===== src/rtl/vga_timing_generator.sv =====
// VGA raster timing: pixel divider, h/v position counters and registered
// sync/blank/frame-start outputs decoded from the next counter values.
module vga_timing_generator #(
    parameter int unsigned CLK_DIV = 4,
    parameter int unsigned H_TOTAL = 800,
    parameter int unsigned H_SYNC  = 96,
    parameter int unsigned H_START = 144,
    parameter int unsigned H_END   = 783,
    parameter int unsigned V_TOTAL = 525,
    parameter int unsigned V_SYNC  = 2,
    parameter int unsigned V_START = 35,
    parameter int unsigned V_END   = 514
) (
    input  logic       clk,
    input  logic       resetN,
    output logic       pixTick,
    output logic [9:0] hCount,
    output logic [9:0] vCount,
    output logic       hSync,
    output logic       vSync,
    output logic       bright,
    output logic       frameStart
);

    localparam int unsigned DW = (CLK_DIV > 1) ? $clog2(CLK_DIV) : 1;

    localparam logic [DW-1:0] DIV_LAST = DW'(CLK_DIV - 1);
    localparam logic [9:0]    H_LAST   = 10'(H_TOTAL - 1);
    localparam logic [9:0]    V_LAST   = 10'(V_TOTAL - 1);
    localparam logic [9:0]    H_SYNC_W = 10'(H_SYNC);
    localparam logic [9:0]    H_BEG_W  = 10'(H_START);
    localparam logic [9:0]    H_END_W  = 10'(H_END);
    localparam logic [9:0]    V_SYNC_W = 10'(V_SYNC);
    localparam logic [9:0]    V_BEG_W  = 10'(V_START);
    localparam logic [9:0]    V_END_W  = 10'(V_END);

    logic [DW-1:0] div;
    logic [DW-1:0] div_n;
    logic [9:0]    h_n;
    logic [9:0]    v_n;
    logic          frame_wrap;
    logic          reset_pending;

    always_comb begin
        div_n      = div + DW'(1);
        h_n        = hCount;
        v_n        = vCount;
        frame_wrap = 1'b0;
        if (div == DIV_LAST) begin
            div_n = '0;
        end
        // both counters wrap on the same edge; (0, V_TOTAL) never exists
        if (pixTick) begin
            if (hCount == H_LAST) begin
                h_n = '0;
                if (vCount == V_LAST) begin
                    v_n        = '0;
                    frame_wrap = 1'b1;
                end else begin
                    v_n = vCount + 10'd1;
                end
            end else begin
                h_n = hCount + 10'd1;
            end
        end
    end

    always_ff @(posedge clk) begin
        if (!resetN) begin
            div           <= '0;
            hCount        <= '0;
            vCount        <= '0;
            pixTick       <= 1'b0;
            hSync         <= 1'b0;
            vSync         <= 1'b0;
            bright        <= 1'b0;
            frameStart    <= 1'b0;
            reset_pending <= 1'b1;
        end else begin
            div           <= div_n;
            hCount        <= h_n;
            vCount        <= v_n;
            pixTick       <= (div_n == DIV_LAST);
            hSync         <= !(h_n < H_SYNC_W);
            vSync         <= !(v_n < V_SYNC_W);
            bright        <= (h_n >= H_BEG_W) && (h_n <= H_END_W) &&
                             (v_n >= V_BEG_W) && (v_n <= V_END_W);
            frameStart    <= reset_pending | frame_wrap;
            reset_pending <= 1'b0;
        end
    end

endmodule


===== config.mk =====
export PLATFORM = sky130hd
export DESIGN_NAME = vga_timing_generator
export DESIGN_NICKNAME = d
export VERILOG_FILES = /design/src/rtl/vga_timing_generator.sv
export SDC_FILE = /design/constraint.sdc
export NUM_CORES = 1
export LEC_CHECK = 0
export ABC_CLOCK_PERIOD_IN_PS = 2200
export CORE_UTILIZATION = 47
export CTS_CLUSTER_DIAMETER = 150
export DETAILED_ROUTE_END_ITERATION = 8
export PLACE_DENSITY = 0.75
export REMOVE_ABC_BUFFERS = 1
export SYNTH_ARGS = -nofsm -noshare
export SYNTH_HDL_FRONTEND = slang
export SYNTH_SLANG_ARGS = --single-unit

===== constraint.sdc =====
create_clock -name clk -period 2.2 [get_ports clk]
set_input_delay 0.55 -clock clk [delete_from_list [all_inputs] [get_ports clk]]
set_output_delay 0.55 -clock clk [all_outputs]
set_load 0.02 [all_outputs]

==> results by group, run 1 <==
Run status
  • Status: finished, final reports clean

Worst setup path
  • Reg2reg setup slack: around 0.041 ns
  • WP data arrival: 2.39 ns
  • Crit end category: flip-flop
  • CP Launch Point: vCount[0]$_SDFF_PN0_
  • Worst EP required: 2.43 ns
  • Crit start category: flip-flop
  • Critical path type: reg -> reg
  • FF-to-FF End: vSync$_SDFF_PN0_
  • Critical Path End: vSync$_SDFF_PN0_
  • Worst R2R Start: vCount[0]$_SDFF_PN0_
  • Worst Path Max Fanout: 9
  • R2R cell count: 6

Floorplanning
  • Row count: 20
  • DIE HEIGHT: between 50 and 60 µm
  • Initial Util: 50.0%
  • Die area: 3510 µm²
  • Die Width: around 60 µm
  • Boundary Pins: 27
  • Core Area: 3080 µm²

Global routing
  • Vias in the first global route: 1,445
  • Initial antenna violation count: 0
  • Largest net degree at the start of global routing: 16
  • Global-route wire length before repair: between 6 and 7 mm
  • GRT Util Overall: 25.3%
  • Total gr overflow: 0

Placement
  • Port bufs: 26
  • Post-DP HPWL: 3.00 mm
  • Dpl cell area: 1950 µm²
  • GP Congestion: around 0.96
  • Pre-CTS WS: -0.0570 ns

Pwr
  • Clock power share: 27.3%
  • VDD IR max: 0.291 mV
  • Leakage: around 0.76 nW
  • Flop pwr share: 67.2%
  • Gate power share: 5.5%
  • Net Sw Frac: 22.8%
  • Pwr Density: 376 nW/µm²
  • Sw power: 0.000177 W
  • Cell internal pwr: 0.000600 W

Cells and area
  • Area delta synth->final: 34.2%
  • N_diodes: 0
  • Fin nets: between 200 and 250
  • Post-route cell area: 2070 µm²
  • Share of cells above drive strength 1: 23.1%
  • Multi-input gate area: 963 µm²
  • Final core occ: 67.2%
  • Storage element area: between 500 and 600 µm²
  • Fillers: 273

Synth
  • EDFF count, synth: 0
  • Async S/R FF share, synth: 0%
  • FF+latch count, synth: 28
  • Sequential-to-total area share from yosys stat: 36.4%
  • Count leader, synth: dfxtp_1
  • Post-synth top area cell: dfxtp_1
  • Yosys cell types: 46
  • Primary FF master, synth: dfxtp_1
  • Syn Std Cell Area: 1540 µm²
  • Syn Area/Cell: 8.33 µm²
  • Ys Warns: 0
  • Most instantiated cells after synthesis: dfxtp_1, nor2_1, nand2_1
  • Post-synth top area share: 36.4%
  • Largest cells by area after synthesis: dfxtp_1, nor2_1, ha_1
  • Cell count after synthesis: 185

Clock tree
  • Clk root buf: clkbuf_4
  • Number of CTS-inserted buffers: 3
  • Clk slew on worst S/H paths: 0.14 ns
  • Hold_buf cts: 0
  • CTS H-tree lvls: 1
  • Clk buf depth: 2
  • CTS tree: done
  • TritonCTS Sinks: 28
  • Worst skew pair latency: 0.33 ns

Drt
  • Via density: 5.87
  • 1st-iter DRT viols: 92
  • Routed Antenna Nets: 0
  • Post-Route WL: just over 4 mm
  • # DRC: 0
  • Via count: between 1,500 and 2,000
  • Drt wl/cell: 15.3 µm
  • Pre-antenna DRT Iters: 4

Timing
  • Count of final max-slew check failures: 0
  • Worst clock skew: around 0.0047 ns
  • Fmax: approximately 0.46 GHz
  • Final WS setup: just over 0.04 ns
  • Slew @ Worst Pin: 0.531 ns
  • Final Cycle Share: 98.1%
  • Slew margin rel.: 63.7%
  • Tmin final: 2.16 ns
  • Count of final setup violators: 0
  • Final hold violation count: 0
  • RSZ-0062 raised after global routing: yes

Flow run
  • Max_cap viols: 0

Worst hold path
  • Hold Crit Class: reg -> reg
## worst min path at each step
stage / startpoint / end / slack, ns / depth (start not counted)
after floorplan: reset_pending$_DFF_P_ / frameStart$_SDFF_PN0_ / 0.41 / 2
after global placement: div[0]$_SDFF_PN0_ / div[0]$_SDFF_PN0_ / 0.44 / 1
after detailed placement: reset_pending$_DFF_P_ / frameStart$_SDFF_PN0_ / 0.44 / 2
after CTS: div[0]$_SDFF_PN0_ / div[0]$_SDFF_PN0_ / 0.47 / 1
after global routing: div[0]$_SDFF_PN0_ / div[0]$_SDFF_PN0_ / 0.49 / 1
final: div[0]$_SDFF_PN0_ / div[0]$_SDFF_PN0_ / 0.46 / 1
## state kept, by name, summed over array words and instances (netlist names)
register / cells
pixTick: 1
vCount: 10
div: 2
hCount: 10
bright: 1
hSync: 1
frameStart: 1
vSync: 1
reset_pending: 1
## cell families (layout without fill, tap and decap cells)
logic type	count (synthesis)	in the layout	share of synthesized area, %
XOR/XNOR	12	12	6.82
buffers and inverters	19	59	5.93
adder cells (fa/ha/maj)	5	5	4.06
AND/OR/NAND/NOR	86	86	31.3
flip-flops	28	28	36.4
AO/OA/AOI/OAI	32	32	13.6
multiplexers	3	3	1.95
## cell usage in the layout, fill, tap and decap left out, types with 4 or more instances in the layout
master           instances
nor2_1                  25
buf_4                   22
o21ai_0                  7
xnor2_1                  6
nand2_1                 10
dfxtp_1                 20
nand4_1                  9
nor3_1                   8
xor2_1                   6
a21oi_1                  9
nand3_1                  7
dfxtp_2                  8
and2_1                   4
inv_1                    8
clkdlybuf4s50_1         26
## power groups by stage
stage                     Clock (W)  Sequential [W]  Combinational [W]
after floorplan                   0        0.000539          0.0000155
after CTS                  0.000218        0.000523          0.0000437
after global routing       0.000243        0.000524          0.0000476
final                      0.000212        0.000522          0.0000427
after detailed placement          0        0.000534          0.0000433
after global placement            0        0.000533          0.0000417
## area by class of cell
| class | instances | area share (%) |
|---|---|---|
| flip-flops and latches | 28 | 27.6 |
| inverters | 8 | 1.45 |
| repair buffers | 48 | 20.6 |
| clock buffers | 3 | 1.09 |
| multi-input cells | 138 | 46.6 |
| well taps | 44 | 2.66 |
## routing by layer
metal / vias up / wire (µm) / track usage [%]
met4: 0 / 87 / 9.86
met5: - / 0 / 0
met1: 750 / 1760 / 35.7
li1: 743 / - / -
met3: 11 / 284 / 2.84
met2: 76 / 2000 / 39.3
## worst max-delay path, stage by stage, from the launching register on
cell,delay [ns]
dfxtp_2,0.35
buf_4,0.16
and2_1,0.20
a2111oi_0,0.55
mux2i_2,0.19
and2_4,0.20
o41a_1,0.41
## through the flow
step                std cells  power (W)  setup TNS [ns]  hold WS, ns
floorplan                 174   0.000555          -0.147        0.413
global placement          265   0.000575         -0.0263        0.436
detailed placement        265   0.000577          -0.103        0.442
CTS                       268   0.000785               0        0.468
global route              269   0.000814         -0.0161        0.493
finish                    269   0.000777               0        0.461
## repair_timing
item | 4_1_cts | 5_1_grt
pin swaps | 0 | 4
buffers inserted | 0 | 1
endpoints found under the setup margin | 2 | 2
resized for setup | 3 | 22
endpoints found under the hold margin | 0 | 0
Note: power is estimated with default switching activity, not from simulation.
==> run 2, diff against run 1 <==
--- a/config.mk
+++ b/config.mk
@@ -6,6 +6,7 @@
 export NUM_CORES = 1
 export LEC_CHECK = 0
 export ABC_CLOCK_PERIOD_IN_PS = 2200
+export CORE_ASPECT_RATIO = 0.5
 export CORE_UTILIZATION = 47
 export CTS_CLUSTER_DIAMETER = 150
 export DETAILED_ROUTE_END_ITERATION = 8
==> results by group, run 2 (synthesized netlist as in run 1, its figures left out) <==
Pwr
  • Pwr Density: 469 nW/µm² (+25%)
  • VDD IR max: 0.380 mV (+30%)
  • Leakage: 0.767 nW (+1.5%)

Timing
  • Count of final setup violators: 0 (unchanged)
  • Tmin final: 2.12 ns (-0.0365 ns)
  • Post-Route Setup TNS: 0 ns (unchanged)
  • Final hold violation count: 0 (unchanged)
  • Final WS setup: 0.0774 ns (+0.0365 ns)
  • Count of final max-slew check failures: 0 (unchanged)
  • Worst clock skew: 0.00929 ns (+0.00463 ns)
  • Slew @ Worst Pin: 0.534 ns (+0.00282 ns)
  • Fmax: 0.471 GHz (+1.7%)
  • Final Cycle Share: 96.5% (-1.7 points)
  • Slew margin rel.: 64.4% (+0.69 points)

Cells and area
  • Commonest cells after routing, fill and taps aside: clkdlybuf4s50_1, nor2_1, dfxtp_1
  • Post-route cell area: 2080 µm² (+0.48%)
  • Fin nets: 233 (-0.43%)
  • Share of cells above drive strength 1: 19.6% (-3.6 points)
  • Most common cell after layout, fill and taps aside: clkdlybuf4s50_1
  • N_diodes: 0 (unchanged)
  • Area delta synth->final: 34.8%
  • Largest registers: hCount x10, vCount x10, div x2

Worst setup path
  • Critical path type: reg -> reg
  • Worst EP required: 2.37 ns (-0.06 ns)
  • WP data arrival: 2.29 ns (-0.10 ns)
  • Crit-path slowest cell: or4b_4
  • Crit start category: flip-flop
  • Worst Path Max Fanout: 4 (-5)
  • CP Cell Sequence: or4b_4 -> or3_4 -> a22oi_2 -> nand2_1 -> o41a_1
  • Reg2reg setup slack: 0.08 ns (+0.04 ns)
  • Crit end category: flip-flop
  • CP max stage delay: 0.58 ns (+0.03 ns)

Clock tree
  • Clk slew on worst S/H paths: 0.10 ns (-0.04 ns)
  • Worst skew pair latency: 0.28 ns (-0.05 ns)
  • CTS tree: done
  • Clk buf depth: 2 (unchanged)
  • CTS H-tree lvls: 1 (unchanged)
  • TritonCTS Sinks: 28 (unchanged)
  • Clk root buf: clkbuf_8
  • Number of CTS-inserted buffers: 3 (unchanged)

Flow run
  • Max_cap viols: 0 (unchanged)

Placement
  • Port bufs: 26 (unchanged)
  • Post-DP HPWL: 2.97 mm (-1.1%)
  • Pre-CTS WS: 0.0748 ns (+0.132 ns)
  • Dpl cell area: 1950 µm² (-0.26%)
  • GP Congestion: 0.975 (+2.0%)

Global routing
  • Vias in the first global route: 1,279 (-11%)
  • GRT Util Overall: 23.6% (-1.7 points)
  • Global-route wire length before repair: 6.42 mm (-3.9%)
  • Largest net degree at the start of global routing: 17 (+1)
  • Total gr overflow: 0 (unchanged)
  • Initial antenna violation count: 0 (unchanged)

Worst hold path
  • Hold Crit Class: reg -> reg

Floorplanning
  • Core Area: 3070 µm² (-0.41%)
  • Die Width: 83.0 µm (+40%)
  • Die area: 3520 µm² (+0.40%)
  • Initial Util: 50.2% (+0.20 points)
  • Row count: 14 (-30%)
  • Boundary Pins: 27 (unchanged)
  • DIE HEIGHT: 42.5 µm (-28%)

Drt
  • # DRC: 0 (unchanged)
  • Drt wl/cell: 15.3 µm (-0.60%)
  • Post-Route WL: 4.04 mm (-2.1%)
  • Via density: 5.71 (-2.7%)
  • Via count: 1,514 (-4.2%)
  • Routed Antenna Nets: 0 (unchanged)
  • Pre-antenna DRT Iters: 4 (unchanged)
  • 1st-iter DRT viols: 91 (-1.1%)

Run status
  • Status: finished, final reports clean
[run 2: worst paths after layout]
path | depth (start not counted) | endpoint | start
setup / recovery | 5 | vSync$_SDFF_PN0_ | hCount[5]$_SDFF_PN0_
hold reg to reg | 2 | frameStart$_SDFF_PN0_ | reset_pending$_DFF_P_
setup reg to reg | 5 | vSync$_SDFF_PN0_ | hCount[5]$_SDFF_PN0_
hold / removal | 2 | frameStart$_SDFF_PN0_ | reset_pending$_DFF_P_
[run 2: area by class of cell]
type | count | area [µm²]
Clock buffer | 3 | 41.3
Clock inverter | 1 | 30.0
Timing Repair Buffer | 47 | 418
Multi-Input combinational cell | 138 | 942
Fill cell | 243 | 988
Sequential cell | 28 | 566
Tap cell | 40 | 50.0
Inverter | 8 | 30.0
[run 2: layer usage]
layer	share of wire, %	up-vias	GRT usage [%]
met5	0	-	0
met4	0.57	0	7.59
met3	8.3	4	6.30
met2	46	58	35.6
met1	46	710	32.9
li1	-	742	-
[run 2: stage by stage]
step                      utilization, %  std cells  power (W)  hold slack [ns]
after floorplan                        -        174   0.000555            0.413
after global routing                67.8        265    0.00101            0.476
after global placement              63.5        261   0.000574            0.425
after CTS                           65.8        265   0.000980            0.453
after detailed placement            63.5        261   0.000576            0.431
final                               67.8        265   0.000973            0.449
[run 2: timing repair]
action	CTS	global route
resized for setup	0	17
hold buffers	0	0
endpoints found under the setup margin	0	2
setup buffers	0	0
[run 2: worst max-delay path: cells and delay by family (launching register included)]
| kind | cells | cell delay (ns) |
|---|---|---|
| AND/OR/NAND/NOR | 3 | 1.09 |
| AO/OA/AOI/OAI | 2 | 0.57 |
| flip-flops | 1 | 0.34 |
[run 2: report_power, final]
part           internal (W)  switching [W]  leakage [nW]   total, W
clock network      0.000244       0.000165        0.0357   0.000409
logic             0.0000190      0.0000229         0.503  0.0000419
registers          0.000516     0.00000604         0.229   0.000522
